File: config.mk
export PLATFORM = sky130hd
export DESIGN_NAME = alu_flop_unit_flat
export DESIGN_NICKNAME = d
export VERILOG_FILES = /design/src/rtl/alu_flop_if.sv /design/src/rtl/alu_flop_unit.sv /design/src/flat_wrapper.sv
export SDC_FILE = /design/constraint.sdc
export NUM_CORES = 1
export LEC_CHECK = 0
export CAP_MARGIN = 20
export CORE_ASPECT_RATIO = 0.7
export CORE_UTILIZATION = 50
export CTS_CLUSTER_SIZE = 28
export DETAILED_ROUTE_END_ITERATION = 8
export PLACE_DENSITY = 0.88
export SLEW_MARGIN = 20
export SYNTH_ARGS = -nofsm -noshare
export SYNTH_HDL_FRONTEND = slang
export SYNTH_SLANG_ARGS = --single-unit
export TNS_END_PERCENT = 5
File: constraint.sdc
create_clock -name clk -period 11 [get_ports clk]
set_input_delay 2.2 -clock clk [delete_from_list [all_inputs] [get_ports clk]]
set_output_delay 2.2 -clock clk [all_outputs]
set_load 0.02 [all_outputs]
File: src/rtl/alu_flop_if.sv
// Bus bundle between the multicycle controller/datapath and alu_flop_unit.
// The master drives operands, operation select and enable-register data;
// the slave (alu_flop_unit) returns the ALU result, flags and both registers.
interface alu_flop_if #(
  parameter int WIDTH = 32
);
  logic [WIDTH-1:0] srca;
  logic [WIDTH-1:0] srcb;
  logic [2:0]       alucontrol;
  logic [WIDTH-1:0] aluresult;
  logic             zero;
  logic             overflow;
  logic [WIDTH-1:0] aluout;
  logic             en;
  logic [WIDTH-1:0] d;
  logic [WIDTH-1:0] q;

  modport master (
    output srca, srcb, alucontrol, en, d,
    input  aluresult, zero, overflow, aluout, q
  );

  modport slave (
    input  srca, srcb, alucontrol, en, d,
    output aluresult, zero, overflow, aluout, q
  );
endinterface

File: src/rtl/alu_flop_unit.sv
// ALU core of the multicycle MIPS datapath plus its two register primitives:
// a free-running ALUOut register and a load-enable (PC/EPC/IR style) register.
// ALU outputs are purely combinational and ignore reset.
module alu_flop_unit #(
  parameter int WIDTH = 32
) (
  input  logic        clk,
  input  logic        reset,
  alu_flop_if.slave   alu_if
);

  localparam logic [2:0] OP_AND  = 3'b000;
  localparam logic [2:0] OP_OR   = 3'b001;
  localparam logic [2:0] OP_ADD  = 3'b010;
  localparam logic [2:0] OP_RSV  = 3'b011;
  localparam logic [2:0] OP_ANDN = 3'b100;
  localparam logic [2:0] OP_ORN  = 3'b101;
  localparam logic [2:0] OP_SUB  = 3'b110;
  localparam logic [2:0] OP_SLT  = 3'b111;

  logic [WIDTH-1:0] a, b;
  logic [WIDTH-1:0] sum;      // a + b
  logic [WIDTH-1:0] diff;     // a - b
  logic             a_msb, b_msb;
  logic             ovf_add, ovf_sub;
  logic             slt_bit;
  logic [WIDTH-1:0] result;
  logic             ovf;

  logic [WIDTH-1:0] aluout_q, aluout_d;
  logic [WIDTH-1:0] q_q, q_d;

  assign a     = alu_if.srca;
  assign b     = alu_if.srcb;
  assign a_msb = a[WIDTH-1];
  assign b_msb = b[WIDTH-1];
  assign sum   = a + b;
  assign diff  = a - b;

  // Signed overflow: ADD with like-signed operands flipping sign,
  // SUB with unlike-signed operands whose result sign departs from a.
  assign ovf_add = (a_msb == b_msb) && (sum[WIDTH-1]  != a_msb);
  assign ovf_sub = (a_msb != b_msb) && (diff[WIDTH-1] != a_msb);

  // Exact signed less-than: when signs differ the negative operand is smaller,
  // otherwise a - b cannot overflow and its sign bit is the answer.
  assign slt_bit = (a_msb != b_msb) ? a_msb : diff[WIDTH-1];

  // Operation select; reserved code yields zero so the zero flag reads 1.
  always_comb begin
    result = '0;
    ovf    = 1'b0;
    unique case (alu_if.alucontrol)
      OP_AND:  result = a & b;
      OP_OR:   result = a | b;
      OP_ADD:  begin result = sum;  ovf = ovf_add; end
      OP_SUB:  begin result = diff; ovf = ovf_sub; end
      OP_SLT:  result = {{(WIDTH-1){1'b0}}, slt_bit};
      OP_ANDN: result = a & ~b;
      OP_ORN:  result = a | ~b;
      OP_RSV:  result = '0;
      default: result = '0;
    endcase
  end

  assign alu_if.aluresult = result;
  assign alu_if.zero      = (result == '0);
  assign alu_if.overflow  = ovf;

  // Next-state values for both registers; reset is applied in the flop block.
  always_comb begin
    aluout_d = result;
    q_d      = q_q;
    if (alu_if.en) q_d = alu_if.d;
  end

  // ALUOut captures every edge; enable register loads only when en is high.
  // Reset wins over en.
  always_ff @(posedge clk) begin
    if (reset) begin
      aluout_q <= '0;
      q_q      <= '0;
    end else begin
      aluout_q <= aluout_d;
      q_q      <= q_d;
    end
  end

  assign alu_if.aluout = aluout_q;
  assign alu_if.q      = q_q;

endmodule

File: src/flat_wrapper.sv
// flat-port wrapper written by rule: the top's interface ports become plain ports
module alu_flop_unit_flat 
#(
  parameter int WIDTH = 32
)
  (clk, reset, alu_if_srca, alu_if_srcb, alu_if_alucontrol, alu_if_en, alu_if_d, alu_if_aluresult, alu_if_zero, alu_if_overflow, alu_if_aluout, alu_if_q);
  alu_flop_if #(.WIDTH(WIDTH)) alu_if_i ();
  input  logic clk;
  input  logic reset;
  input wire logic [$bits(alu_if_i.srca)-1:0] alu_if_srca;
  input wire logic [$bits(alu_if_i.srcb)-1:0] alu_if_srcb;
  input wire logic [$bits(alu_if_i.alucontrol)-1:0] alu_if_alucontrol;
  input wire logic [$bits(alu_if_i.en)-1:0] alu_if_en;
  input wire logic [$bits(alu_if_i.d)-1:0] alu_if_d;
  output wire logic [$bits(alu_if_i.aluresult)-1:0] alu_if_aluresult;
  output wire logic [$bits(alu_if_i.zero)-1:0] alu_if_zero;
  output wire logic [$bits(alu_if_i.overflow)-1:0] alu_if_overflow;
  output wire logic [$bits(alu_if_i.aluout)-1:0] alu_if_aluout;
  output wire logic [$bits(alu_if_i.q)-1:0] alu_if_q;
  assign alu_if_i.srca = alu_if_srca;
  assign alu_if_i.srcb = alu_if_srcb;
  assign alu_if_i.alucontrol = alu_if_alucontrol;
  assign alu_if_i.en = alu_if_en;
  assign alu_if_i.d = alu_if_d;
  assign alu_if_aluresult = alu_if_i.aluresult;
  assign alu_if_zero = alu_if_i.zero;
  assign alu_if_overflow = alu_if_i.overflow;
  assign alu_if_aluout = alu_if_i.aluout;
  assign alu_if_q = alu_if_i.q;
  alu_flop_unit #(.WIDTH(WIDTH)) u_core (.clk(clk), .reset(reset), .alu_if(alu_if_i));
endmodule
; ---- Word level (Yosys, flattened, before mapping)
; Index checks and enable logic that the tools add are counted.
[classes]
addsub = 2
eq_ne = 11
n_mux = 3
n_bitwise = 5
n_reduce_logical = 4
[op_table]
columns = operator, n
row1 = $pmux W32 S8, 1
row2 = $and A32 B32 Y32, 2
row3 = $or A32 B32 Y32, 2
row4 = $add A32 B32 Y32, 1
row5 = $logic_not A32 Y1, 1
row6 = $not A32 Y32, 1
row7 = $sub A32 B32 Y32, 1
row8 = $eq A3 B3 Y1 const B, 4
row9 = $eq A3 B2 Y1 const B, 2
row10 = $eq A3 B1 Y1 const B, 1
row11 = $logic_not A3 Y1, 1
row12 = $ne A1 B1 Y1, 3
row13 = $logic_and A1 B1 Y1, 2
row14 = $pmux W1 S2, 1
row15 = $eq A1 B1 Y1, 1
row16 = $mux W1, 1
[word_totals]
regBits = 64
output_inout_bits = 98
elab_cells = 27

; ---- Depth between registers and ports, before layout
; Gate-level depths: netlist of the first run.
[logic_depth]
ltp_word = 4
depth_mapped = 25
mapped_depth_nobuf = 24

; ---- Worst setup path after synthesis of the first run
; OpenSTA, ideal clock, no wires.
[synth_timing]
path_type = input to output
startpoint = input port alu_if_srcb[7]
endpoint = output port alu_if_zero
t_arrival_ps = 6862
path_slack_ps = 1938
cell_stages = 25
n_path_buf = 1
cell_sequence = inv_1 -> ha_1 -> clkbuf_1 -> nand2_1 -> o21ai_0 -> a221oi_1 -> a2111o_1 -> nand2_1 -> a31o_2 -> a21oi_1 -> o21bai_1 -> a21o_1 -> a21oi_1 -> fa_1 -> nand3_1 -> o211ai_1 -> o21ai_1 -> inv_2 -> or4_1 -> or3_1 -> or4_1 -> nor4b_1 -> and4bb_1 -> nand4_1 -> nor2_1
[synth_between]
elab_chain_len = 4
elab_cells_between_ends = 10
[synth_rtl]
columns = item, line
row1 = "start, declared", flat_wrapper.sv:11  ; input wire logic [$bits(alu_if_i.srcb)-1:0] alu_if_srcb;
row2 = $sub A32 B32 Y32, alu_flop_unit.sv:38  ; assign diff = a - b;
row3 = $mux W1, alu_flop_unit.sv:47  ; assign slt_bit = (a_msb != b_msb) ? a_msb : diff[WIDTH-1];
row4 = $pmux W32 S8, alu_flop_unit.sv:53  ; unique case (alu_if.alucontrol)
row5 = via alu_if_aluresult[0], flat_wrapper.sv:15  ; output wire logic [$bits(alu_if_i.aluresult)-1:0] alu_if_aluresult;
row6 = $logic_not A32 Y1, alu_flop_unit.sv:67  ; assign alu_if.zero = (result == '0);
row7 = "end, declared", flat_wrapper.sv:16  ; output wire logic [$bits(alu_if_i.zero)-1:0] alu_if_zero;
; The timed path passes the listed nets, and every way through them passes these cells.

; ---- Worst setup path in the final report of the first run
[layout_timing]
startpoint = input port alu_if_srcb[11]
endpoint = output port alu_if_zero
[layout_between]
elab_chain_len = 4
elab_cells_between_ends = 10
[layout_rtl]
columns = item, line
row1 = $sub A32 B32 Y32 / $not A32 Y32 (equally long branches), "alu_flop_unit.sv:38, alu_flop_unit.sv:59, alu_flop_unit.sv:60"
row2 = "$mux W1, or another cell as far along", alu_flop_unit.sv:47
row3 = $pmux W32 S8 *, alu_flop_unit.sv:53
row4 = $logic_not A32 Y1 *, alu_flop_unit.sv:67
; Mark *: on every way between the ends. The rest lies on a longest branch, timed or not.

==> results of run 1 <==
==> repair_timing <==
| item | 4_1_cts | 5_1_grt |
|---|---|---|
| setup endpoints to repair | 0 | 1 |
| resized for setup | 0 | 1 |
| buffers inserted | 0 | 0 |
| hold endpoints to repair | 0 | 0 |
==> per-layer routing <==
| layer | part of all wire | wire length [um] | track usage | up-vias |
|---|---|---|---|---|
| met5 | 0 | 0 | 0 | - |
| met1 | 0.43 | 10900 | 0.474 | 3704 |
| met2 | 0.43 | 11100 | 0.529 | 543 |
| met4 | 0.024 | 605 | 0.128 | 0 |
| li1 | - | - | - | 3765 |
| met3 | 0.12 | 2990 | 0.0912 | 63 |
==> where the power goes <==
part / internal [uW] / switching (uW) / leakage (uW)
Combinational: 205 / 280 / 0.00327
Clock: 159 / 113 / 0.000135
Sequential: 249 / 6.53 / 0.000529
Total: 614 / 400 / 0.00394
==> layout by cell type (no fill, tap or decap), types with 20 or more instances in the layout <==
master and count:
sky130_fd_sc_hd__dfxtp_1 64, sky130_fd_sc_hd__buf_4 21, sky130_fd_sc_hd__mux2i_1 41, sky130_fd_sc_hd__inv_1 72
sky130_fd_sc_hd__o31ai_1 20, sky130_fd_sc_hd__nand3_1 28, sky130_fd_sc_hd__o21ai_0 36, sky130_fd_sc_hd__xor2_1 26
sky130_fd_sc_hd__a21oi_1 79, sky130_fd_sc_hd__ha_1 61, sky130_fd_sc_hd__clkdlybuf4s50_1 196, sky130_fd_sc_hd__nor3_1 22
sky130_fd_sc_hd__nand2_1 47, sky130_fd_sc_hd__nor2b_1 27, sky130_fd_sc_hd__nor2_1 96
==> cell type report <==
class	instances	share of cell area
clock buffers	10	0.0254
multi-input cells	742	0.551
flip-flops and latches	64	0.136
well taps	185	0.0246
clock inverters	6	0.00452
diodes	1	0.000266
inverters	78	0.0311
repair buffers	219	0.227
==> sequential cells by signal, indices dropped and copies added (netlist names) <==
register              flops
u_core.alu_if.q          32
u_core.alu_if.aluout     32
==> final timing paths <==
path	slack [ns]	end
hold / removal	0.49	u_core.alu_if.q[12]$_SDFFE_PP0P_
setup reg to reg	10.31	u_core.alu_if.q[16]$_SDFFE_PP0P_
hold reg to reg	0.49	u_core.alu_if.q[12]$_SDFFE_PP0P_
setup / recovery	0.31	alu_if_zero
==> critical path, cell delays in order <==
cell and delay [ns]:
sky130_fd_sc_hd__clkdlybuf4s50_1 0.55, sky130_fd_sc_hd__inv_1 0.06, sky130_fd_sc_hd__ha_1 0.41, sky130_fd_sc_hd__nand3_1 0.18, sky130_fd_sc_hd__nor2_1 0.22, sky130_fd_sc_hd__a221oi_1 0.15, sky130_fd_sc_hd__a2111o_1 0.43, sky130_fd_sc_hd__nand2_1 0.19
sky130_fd_sc_hd__a31o_2 0.21, sky130_fd_sc_hd__a21oi_1 0.07, sky130_fd_sc_hd__o21bai_1 0.14, sky130_fd_sc_hd__a21o_1 0.13, sky130_fd_sc_hd__a21oi_1 0.07, sky130_fd_sc_hd__fa_1 0.36, sky130_fd_sc_hd__nand3_1 0.07, sky130_fd_sc_hd__o211ai_1 0.09
sky130_fd_sc_hd__o21ai_1 0.19, sky130_fd_sc_hd__inv_2 0.06, sky130_fd_sc_hd__or4_1 0.48, sky130_fd_sc_hd__or3_1 0.31, sky130_fd_sc_hd__or4_1 0.42, sky130_fd_sc_hd__nor4b_1 0.27, sky130_fd_sc_hd__buf_4 0.18, sky130_fd_sc_hd__and4bb_1 0.19
sky130_fd_sc_hd__nand4_1 0.13, sky130_fd_sc_hd__nor2_1 0.13, sky130_fd_sc_hd__clkdlybuf4s50_1 0.61
==> per-stage QoR <==
step                      std cells  utilization  cell area, um2
after floorplan                 945            -            6990
after global placement         1288        0.680            9110
after detailed placement       1288        0.680            9110
after CTS                      1304        0.701            9400
after global routing           1305        0.702            9400
final                          1305        0.702            9400
==> cell families (layout without fill, tap and decap cells) <==
family | Yosys count | after routing
compound gates | 284 | 284
xor+xnor | 44 | 44
buf+inv | 139 | 313
simple gates | 288 | 288
other cells | 0 | 1
fa+ha+maj | 82 | 82
flops | 64 | 64
mux | 44 | 44
==> results.sh, run 1 <==
export IMPL_run_status="finished, final reports clean"
export IMPL_share_of_cells_above_drive_strength_1=0.0536
export IMPL_grt_pass1_wl_um=39200
export IMPL_setup_tns_ns=0
export IMPL_layout_worst_path_cycle_share=0.972
export IMPL_tightest_slew_ns=0.972
export IMPL_first_global_vias=7378
export IMPL_worst_hold_path_type="register to register"
export IMPL_synth_net_count=1112
export IMPL_layout_nets=1281
export IMPL_setup_violations_final=0
export IMPL_hold_violations=0
export IMPL_core_region_area_mm2=0.0134
export IMPL_synth_distinct_cells=80
export IMPL_synthSimpleGateAreaFrac=0.203
export IMPL_timing_hold_worst_path_depth=2
export IMPL_cts_tree="yes"
export IMPL_postSynthAreaPerCell_um2=7.40
export IMPL_worst_setup_path_end_kind="output pin"
export IMPL_area_sequential_mm2=0.00128
export IMPL_insertion_delay_ns=0.33
export IMPL_dominantRegCellSynth="sky130_fd_sc_hd__dfxtp_1"
export IMPL_synth_enable_flop_cells=0
export IMPL_gp_congestion=0.988
export IMPL_postSynthCellCount=945
export IMPL_drt_initial_drc_count=844
export IMPL_holdCritStartpoint="u_core.alu_if.q[12]$_SDFFE_PP0P_"
export IMPL_final_antenna_net_count=0
export IMPL_layout_area_overhead_vs_synth_pct=34.5
export IMPL_synthTopCellsByCount="sky130_fd_sc_hd__nor2_1, sky130_fd_sc_hd__a21oi_1, sky130_fd_sc_hd__inv_1"
export IMPL_post_cts_hold_buffers=0
export IMPL_worstReg2RegStart="u_core.alu_if.q[16]$_SDFFE_PP0P_"
export IMPL_critPathArrivalTime_ns=8.49
export IMPL_critical_path_required_ns=8.80
export IMPL_ys_warnings_count=0
export IMPL_skew_ns=0
export IMPL_first_pass_iters=6
export IMPL_timing_critical_path_fanout_max=7
export IMPL_detail_route_wl_per_cell_um=19.6
export IMPL_synth_seq_area_share=0.183
export IMPL_synth_top_family_by_area="compound AO/OA/AOI/OAI gates"
export IMPL_route_detailed_drc=0
export IMPL_cts_htree_levels=3
export IMPL_rows=35
export IMPL_cts_num_sinks=64
export IMPL_slew_violations=0
export IMPL_layout_min_cycle_time_ns=10.69
export IMPL_global_route_usage_total=0.349
export IMPL_max_clock_path_buffers=2
export IMPL_peakVddDrop_uv=75.9
export IMPL_timing_slew_headroom=0.346
export IMPL_worst_hold_slack_ns=0.493
export IMPL_leading_cell_types_by_total_area_after_synthesis="sky130_fd_sc_hd__dfxtp_1, sky130_fd_sc_hd__ha_1, sky130_fd_sc_hd__mux2i_1"
export IMPL_boundaryPins=200
export IMPL_routed_via_density=6.19
export IMPL_multi_input_area_mm2=0.00518
export IMPL_synthAdderAreaFrac=0.144
export IMPL_antenna_found_initial=1
export IMPL_synthXorXnorAreaFrac=0.0551
export IMPL_pre_cts_ws_ns=0.411
export IMPL_total_power_uw=1010
export IMPL_drv_cap=0
export IMPL_worst_setup_path_type="primary input to output pin"
export IMPL_start_util=0.522
export IMPL_die_x_um=143
export IMPL_static_leakage_power_uw=0.00394
export IMPL_synth_async_sr_flop_share=0
export IMPL_synth_compound_area_share=0.274
export IMPL_timing_fmax_ghz=0.0936
export IMPL_synthMuxAreaShare=0.0635
export IMPL_synth_seq_cells=64
export IMPL_mappedNetlistArea_mm2=0.00699
export IMPL_rsz_0062_raised_after_global_routing="false"
export IMPL_grt_max_degree=70
export IMPL_cts_made_buffers=9
export IMPL_via_count=8075
export IMPL_clock_root_buffer="sky130_fd_sc_hd__clkbuf_16"
export IMPL_detailed_place_hpwl_um=19600
export IMPL_gr_total_overflow=0
export IMPL_filler_cell_count=1117
export IMPL_setup_worst_path_start_class="primary input"
export IMPL_yosysMostFrequentCell="sky130_fd_sc_hd__nor2_1"
export IMPL_chipHeight_um=101
export IMPL_timing_critical_path_from="alu_if_srcb[11]"
export IMPL_portBuffers=199
export IMPL_final_setup_worst_slack_ns=0.311
export IMPL_path_clk_slew_ns=0.05
export IMPL_wirelength_um=25600
export IMPL_cellPowerDensity_mw_per_mm2=108
export IMPL_yosysTopAreaCellShare=0.183
export IMPL_design_die_area_mm2=0.0145
export IMPL_worst_r2r_path_depth=2
export IMPL_synth_largest_area_cell="sky130_fd_sc_hd__dfxtp_1"
Power figures use the tool's default switching activity.
==> run 2: changes to the inputs <==
HOLD_SLACK_MARGIN = 0.06   (was unset)
==> results of run 2 <==
No change in the layout: final DEF, timing and power equal those of run 1.
==> run 3: changes to the inputs <==
CORE_MARGIN = 1   (was unset)
==> results of run 3 <==
No change in the layout: final DEF, timing and power equal those of run 1.
